### config.mk
export PLATFORM = sky130hd
export DESIGN_NAME = l1c_mem_arbiter_flat
export DESIGN_NICKNAME = d
export VERILOG_FILES = /design/src/rtl/l1c_mem_arbiter_pkg.sv /design/src/rtl/l1c_mem_arbiter_if.sv /design/src/rtl/l1c_mem_arbiter_rr_arb2.sv /design/src/rtl/l1c_mem_arbiter.sv /design/src/flat_wrapper.sv
export SDC_FILE = /design/constraint.sdc
export NUM_CORES = 1
export LEC_CHECK = 0
export ABC_AREA = 1
export BUFFER_PORTS_ARGS = -buffer_cell sky130_fd_sc_hd__buf_2
export CAP_MARGIN = 20
export CORE_AREA = 2 2 120 122
export DETAILED_ROUTE_END_ITERATION = 6
export DIE_AREA = 0 0 122 124
export GPL_TIMING_DRIVEN = 0
export SYNTH_ARGS = -nofsm -noshare
export SYNTH_HDL_FRONTEND = slang
export SYNTH_HIERARCHICAL = 1
export SYNTH_SLANG_ARGS = --single-unit
### constraint.sdc
create_clock -name clk -period 1.8 [get_ports clk]
set_input_delay 0.27 -clock clk [delete_from_list [all_inputs] [get_ports clk]]
set_output_delay 0.27 -clock clk [all_outputs]
set_load 0.01 [all_outputs]
### src/rtl/l1c_mem_arbiter_pkg.sv
// Shared widths and state encoding for the L1 I/D-cache memory-port arbiter.
package l1c_mem_arbiter_pkg;

   localparam int ADDR_W = 32;
   localparam int DATA_W = 32;
   localparam int TYPE_W = 3;

   typedef enum logic [1:0] {
      ARB_IDLE  = 2'd0,
      ARB_OWN_I = 2'd1,
      ARB_OWN_D = 2'd2
   } arb_state_t;

endpackage

### src/rtl/l1c_mem_arbiter_if.sv
// Bundle of both cache request ports plus the shared memory port.
interface l1c_mem_arbiter_if #(
   parameter int ADDR_W = l1c_mem_arbiter_pkg::ADDR_W,
   parameter int DATA_W = l1c_mem_arbiter_pkg::DATA_W,
   parameter int TYPE_W = l1c_mem_arbiter_pkg::TYPE_W
) ();

   logic              i_req;
   logic [ADDR_W-1:0] i_addr;
   logic              i_write;
   logic [DATA_W-1:0] i_in;
   logic [TYPE_W-1:0] i_type;
   logic [DATA_W-1:0] i_out;
   logic              i_wait;

   logic              d_req;
   logic [ADDR_W-1:0] d_addr;
   logic              d_write;
   logic [DATA_W-1:0] d_in;
   logic [TYPE_W-1:0] d_type;
   logic [DATA_W-1:0] d_out;
   logic              d_wait;

   logic              mem_req;
   logic [ADDR_W-1:0] mem_addr;
   logic              mem_write;
   logic [DATA_W-1:0] mem_in;
   logic [TYPE_W-1:0] mem_type;
   logic [DATA_W-1:0] mem_out;
   logic              mem_wait;

   // The arbiter's view: caches and memory drive it.
   modport slave (
      input  i_req, i_addr, i_write, i_in, i_type,
      input  d_req, d_addr, d_write, d_in, d_type,
      input  mem_out, mem_wait,
      output i_out, i_wait, d_out, d_wait,
      output mem_req, mem_addr, mem_write, mem_in, mem_type
   );

   modport master (
      output i_req, i_addr, i_write, i_in, i_type,
      output d_req, d_addr, d_write, d_in, d_type,
      output mem_out, mem_wait,
      input  i_out, i_wait, d_out, d_wait,
      input  mem_req, mem_addr, mem_write, mem_in, mem_type
   );

endinterface

### src/rtl/l1c_mem_arbiter_rr_arb2.sv
// Two-way round-robin pick: bit0 = I-cache, bit1 = D-cache; i_last=1 means D was served last.
module l1c_mem_arbiter_rr_arb2 (
   input  logic [1:0] i_req,
   input  logic       i_last,
   output logic [1:0] o_gnt
);

   always_comb begin
      o_gnt = i_req;
      if (i_req == 2'b11) begin
         o_gnt = i_last ? 2'b01 : 2'b10;
      end
   end

endmodule

### src/rtl/l1c_mem_arbiter.sv
// Shares one memory port between the L1 I-cache and D-cache; a grant is held for the owner's
// whole burst and released only once its request drops with no beat in flight.
module l1c_mem_arbiter
   import l1c_mem_arbiter_pkg::*;
(
   input  logic             clk,
   input  logic             rst,
   l1c_mem_arbiter_if.slave bus
);

   arb_state_t r_state;
   logic       r_lastD;
   logic       r_pend;

   arb_state_t w_state;
   logic       w_ownI;
   logic       w_ownD;
   logic       w_ownerReq;
   logic       w_otherReq;
   logic       w_release;
   logic [1:0] w_gnt;

   // Reset forces the idle view combinationally so memory sees mem_req=0 while rst is high.
   assign w_state    = rst ? ARB_IDLE : r_state;
   assign w_ownI     = (w_state == ARB_OWN_I);
   assign w_ownD     = (w_state == ARB_OWN_D);
   assign w_ownerReq = w_ownI ? bus.i_req : bus.d_req;
   assign w_otherReq = w_ownI ? bus.d_req : bus.i_req;
   assign w_release  = (w_ownI | w_ownD) & ~w_ownerReq & ~bus.mem_wait & ~r_pend;

   l1c_mem_arbiter_rr_arb2 u_rrArb (
      .i_req  ({bus.d_req, bus.i_req}),
      .i_last (r_lastD),
      .o_gnt  (w_gnt)
   );

   always_comb begin
      bus.mem_req   = 1'b0;
      bus.mem_addr  = '0;
      bus.mem_write = 1'b0;
      bus.mem_in    = '0;
      bus.mem_type  = '0;
      bus.i_wait    = bus.i_req;
      bus.d_wait    = bus.d_req;
      if (w_ownI) begin
         bus.mem_req   = bus.i_req;
         bus.mem_addr  = bus.i_addr;
         bus.mem_write = bus.i_write;
         bus.mem_in    = bus.i_in;
         bus.mem_type  = bus.i_type;
         bus.i_wait    = bus.mem_wait;
      end else if (w_ownD) begin
         bus.mem_req   = bus.d_req;
         bus.mem_addr  = bus.d_addr;
         bus.mem_write = bus.d_write;
         bus.mem_in    = bus.d_in;
         bus.mem_type  = bus.d_type;
         bus.d_wait    = bus.mem_wait;
      end
   end

   assign bus.i_out = bus.mem_out;
   assign bus.d_out = bus.mem_out;

   // Handover goes straight to the waiting cache, skipping an idle bubble.
   always_ff @(posedge clk) begin
      if (rst) begin
         r_state <= ARB_IDLE;
         r_lastD <= 1'b0;
         r_pend  <= 1'b0;
      end else begin
         r_pend <= bus.mem_wait ? (r_pend | bus.mem_req) : 1'b0;
         case (r_state)
            ARB_IDLE: begin
               if (w_gnt[1]) begin
                  r_state <= ARB_OWN_D;
               end else if (w_gnt[0]) begin
                  r_state <= ARB_OWN_I;
               end
            end
            ARB_OWN_I: begin
               if (w_release) begin
                  r_lastD <= 1'b0;
                  r_state <= w_otherReq ? ARB_OWN_D : ARB_IDLE;
               end
            end
            ARB_OWN_D: begin
               if (w_release) begin
                  r_lastD <= 1'b1;
                  r_state <= w_otherReq ? ARB_OWN_I : ARB_IDLE;
               end
            end
            default: r_state <= ARB_IDLE;
         endcase
      end
   end

endmodule

### src/flat_wrapper.sv
// flat-port wrapper written by rule: the top's interface ports become plain ports
module l1c_mem_arbiter_flat import l1c_mem_arbiter_pkg::*;
  (clk, rst, bus_i_req, bus_i_addr, bus_i_write, bus_i_in, bus_i_type, bus_d_req, bus_d_addr, bus_d_write, bus_d_in, bus_d_type, bus_mem_out, bus_mem_wait, bus_i_out, bus_i_wait, bus_d_out, bus_d_wait, bus_mem_req, bus_mem_addr, bus_mem_write, bus_mem_in, bus_mem_type);
  l1c_mem_arbiter_if bus_i ();
  input  logic clk;
  input  logic rst;
  input wire logic [$bits(bus_i.i_req)-1:0] bus_i_req;
  input wire logic [$bits(bus_i.i_addr)-1:0] bus_i_addr;
  input wire logic [$bits(bus_i.i_write)-1:0] bus_i_write;
  input wire logic [$bits(bus_i.i_in)-1:0] bus_i_in;
  input wire logic [$bits(bus_i.i_type)-1:0] bus_i_type;
  input wire logic [$bits(bus_i.d_req)-1:0] bus_d_req;
  input wire logic [$bits(bus_i.d_addr)-1:0] bus_d_addr;
  input wire logic [$bits(bus_i.d_write)-1:0] bus_d_write;
  input wire logic [$bits(bus_i.d_in)-1:0] bus_d_in;
  input wire logic [$bits(bus_i.d_type)-1:0] bus_d_type;
  input wire logic [$bits(bus_i.mem_out)-1:0] bus_mem_out;
  input wire logic [$bits(bus_i.mem_wait)-1:0] bus_mem_wait;
  output wire logic [$bits(bus_i.i_out)-1:0] bus_i_out;
  output wire logic [$bits(bus_i.i_wait)-1:0] bus_i_wait;
  output wire logic [$bits(bus_i.d_out)-1:0] bus_d_out;
  output wire logic [$bits(bus_i.d_wait)-1:0] bus_d_wait;
  output wire logic [$bits(bus_i.mem_req)-1:0] bus_mem_req;
  output wire logic [$bits(bus_i.mem_addr)-1:0] bus_mem_addr;
  output wire logic [$bits(bus_i.mem_write)-1:0] bus_mem_write;
  output wire logic [$bits(bus_i.mem_in)-1:0] bus_mem_in;
  output wire logic [$bits(bus_i.mem_type)-1:0] bus_mem_type;
  assign bus_i.i_req = bus_i_req;
  assign bus_i.i_addr = bus_i_addr;
  assign bus_i.i_write = bus_i_write;
  assign bus_i.i_in = bus_i_in;
  assign bus_i.i_type = bus_i_type;
  assign bus_i.d_req = bus_d_req;
  assign bus_i.d_addr = bus_d_addr;
  assign bus_i.d_write = bus_d_write;
  assign bus_i.d_in = bus_d_in;
  assign bus_i.d_type = bus_d_type;
  assign bus_i.mem_out = bus_mem_out;
  assign bus_i.mem_wait = bus_mem_wait;
  assign bus_i_out = bus_i.i_out;
  assign bus_i_wait = bus_i.i_wait;
  assign bus_d_out = bus_i.d_out;
  assign bus_d_wait = bus_i.d_wait;
  assign bus_mem_req = bus_i.mem_req;
  assign bus_mem_addr = bus_i.mem_addr;
  assign bus_mem_write = bus_i.mem_write;
  assign bus_mem_in = bus_i.mem_in;
  assign bus_mem_type = bus_i.mem_type;
  l1c_mem_arbiter u_core (.clk(clk), .rst(rst), .bus(bus_i));
endmodule
==> results.cfg <==
[run_status]
status = finished with violations
violations = negative setup slack

[global_routing]
grt_pass1_vias = 2717
grt_pass1_wl_um = 13200
overflow = 0
grt_max_degree = 11
antenna_found_initial = 0
grtUsageTotal = 0.111

[hold_path]
holdPathEnd = u_core/r_state[0]
hold_class = input pin to register
hp-start = rst
min_path_cells = 2

[clock_network]
cts_hold_buf = 0
htreeDepth = 1
clock-sinks = 4
cts_tree = yes
clkLatencyLatePin_ps = 220
clockBufferDepth = 2
cts-root-buf = clkbuf_16
cts_buffers = 3
clk_pin_slew_ps = 30

[placement]
port_buffers = 275
post-place-ws_ps = -340
gp_congestion = 0.758
hpwlAfterDp_um = 8250

[power]
peakVddDrop_mv = 0.487
p_leak_nw = 2.59
p_total_mw = 3.46
power.density_nw_per_um2 = 841

[critical_path]
critPathKind = register to output pin
startpoint_type = register
r2r_start = u_core/r_state[1]
end_kind = output pin
reg2reg_depth = 13
cp.arrival_ps = 1580
r2r_end = u_core/r_state[1]
ff2ff_setup_slack_ps = 200
required_ps = 1530
cp_max_fo = 7

[yosys]
syn_nets = 533
synth_area_sq_um = 1840
ys.flop_type = dfxtp_1
yosysMostFrequentCell = nand2_1
yosys_warnings = 6
syn_area_per_cell_sq_um = 5.14
synthCells = 357
synth_cell_type_count = 19
async_flop_share = 0
ys_seq_area_frac = 0.0436
ys_top_cells_by_count = nand2_1 (156), nand3_1 (73), buf_4 (71), inv_1 (11)
synth_top_area_frac = 0.319
synth_edf_count = 0
synth_seq_cells = 4
synthTopCellsByArea = nand2_1 (32%), buf_4 (29%), nand3_1 (20%), dfxtp_1 (4.4%), inv_1 (2.2%)
yosysTopAreaCell = nand2_1

[floorplanning]
rows = 43
die_w_um = 122
pin_count = 308
die_area_sq_um = 15100
core_area_sq_um = 13700
die_h_um = 124
start_util = 0.134

[drt]
top_layer_used = met3
wl_per_cell_um = 12.4
wl_met2_um = 5470
via_per_inst = 3.85
dr.pass1.iters = 4
dr_wl_met3_um = 940
drc_errors = 0
antenna_left = 0
drtIter0Drc = 79
vias = 3218
routed_wl_um = 10400
wl_met1_um = 3970

[cells_and_area]
antenna_cells = 0
multi_input_comb_area_sq_um = 1250
drive_above_1_share = 0.649
fin_nets = 834
fillers = 1566
fin_util = 0.300
regArea_sq_um = 85.1
area_growth_pct = 124

[timing]
rsz0062_at_grt = true
maxSlewHeadroom = 0.884
hold_viol_final = 0
min_period_over_period = 1.03
worstMarginPinSlew_ps = 174
fin_worst_skew_ps = 0.749
fin_setup_tns_ps = -970
fmax_ghz = 0.540
timing.final.ws_setup_ps = -52.3
finalMaxSlewViolations = 0
finalSetupViolations = 37
finalCriticalPeriod_ps = 1850

[run]
maxCapViolations = 0
-- cell usage in the layout, fill, tap and decap left out --
cell,count
or2_4,1
o22ai_4,1
buf_8,5
dfxtp_4,1
nand3_1,57
clkbuf_4,2
inv_4,1
ha_1,1
o21ai_1,4
nand2_4,1
dfxtp_2,1
nand3b_1,1
buf_2,270
nand3_2,16
inv_1,8
nor2_4,2
buf_4,85
a21oi_1,3
nor2_2,4
clkbuf_8,2
nand2_1,152
buf_12,2
inv_2,4
clkbuf_16,7
clkinv_8,1
dfxtp_1,2
nor2_1,2
buf_16,1
nand2_2,5
ha_4,2
buf_6,12
-- flip-flops by register name, indices dropped and copies added, names as in the netlist --
| signal | count |
|---|---|
| u_core/r_state | 2 |
| u_core/r_lastD | 1 |
| u_core/r_pend | 1 |
-- final cells by class --
class	instances	share of cell area
buffer	85	0.180
multi-input combinational	252	0.304
clock buffer	3	0.0183
sequential	4	0.0207
tap	180	0.0548
timing repair buffer	298	0.406
inverter	14	0.0164
-- metal layers --
metal / vias to the layer above / GRT usage
li1: 1661 / -
met1: 1394 / 0.128
met5: - / 0
met4: 0 / 0.00647
met3: 0 / 0.0188
met2: 163 / 0.222
-- critical path: stages, from the launching register on --
cell,delay (ps)
dfxtp_4,340
inv_2,40
nor2_4,110
inv_1,90
ha_4,200
buf_4,150
clkbuf_16,150
nand3_1,70
nand2_1,70
buf_6,130
-- through the flow --
step / instance area, sq um / hold WS [ps] / cells
global route: 4110 / 362 / 836
CTS: 3910 / 331 / 829
finish: 4110 / 329 / 836
global placement: 3440 / 458 / 812
detailed placement: 3440 / 454 / 812
floorplan: 1840 / 339 / 357
-- report_power, final --
part / leakage, nW / switching [mW] / total (mW) / internal (mW)
Sequential: 0.0337 / 0.0258 / 0.151 / 0.125
Clock: 0.0370 / 0.0608 / 0.344 / 0.284
Combinational: 2.52 / 1.53 / 2.96 / 1.43
-- timing repair --
action	4_1_cts	5_1_grt
resized for setup	79	29
setup buffers	12	5
cloned	3	3
pin swaps	7	9
endpoints found under the setup margin	70	71
-- cells by family (layout without fill, tap and decap cells) --
logic type,Yosys count,count (layout),synth area share
AO/OA/AOI/OAI,8,8,0.0225
AND/OR/NAND/NOR,241,241,0.555
buffers and inverters,101,400,0.358
flip-flops,4,4,0.0436
adder cells (fa/ha/maj),3,3,0.0204
-- how the worst max path moves through the flow --
stage                      start               end  slack, ps  cells past startpoint
2_1_floorplan  u_core/r_state[1]  bus_mem_addr[10]         90                     10
3_3_place_gp   u_core/r_state[0]    bus_mem_in[27]       -340                      8
3_5_place_dp   u_core/r_state[0]    bus_mem_in[27]       -340                      8
4_1_cts        u_core/r_state[1]   bus_mem_addr[9]       -130                     11
5_1_grt        u_core/r_state[1]  bus_mem_addr[12]       -140                     10
6_report       u_core/r_state[0]     bus_mem_write        -50                      9
Power figures use the tool's default switching activity.
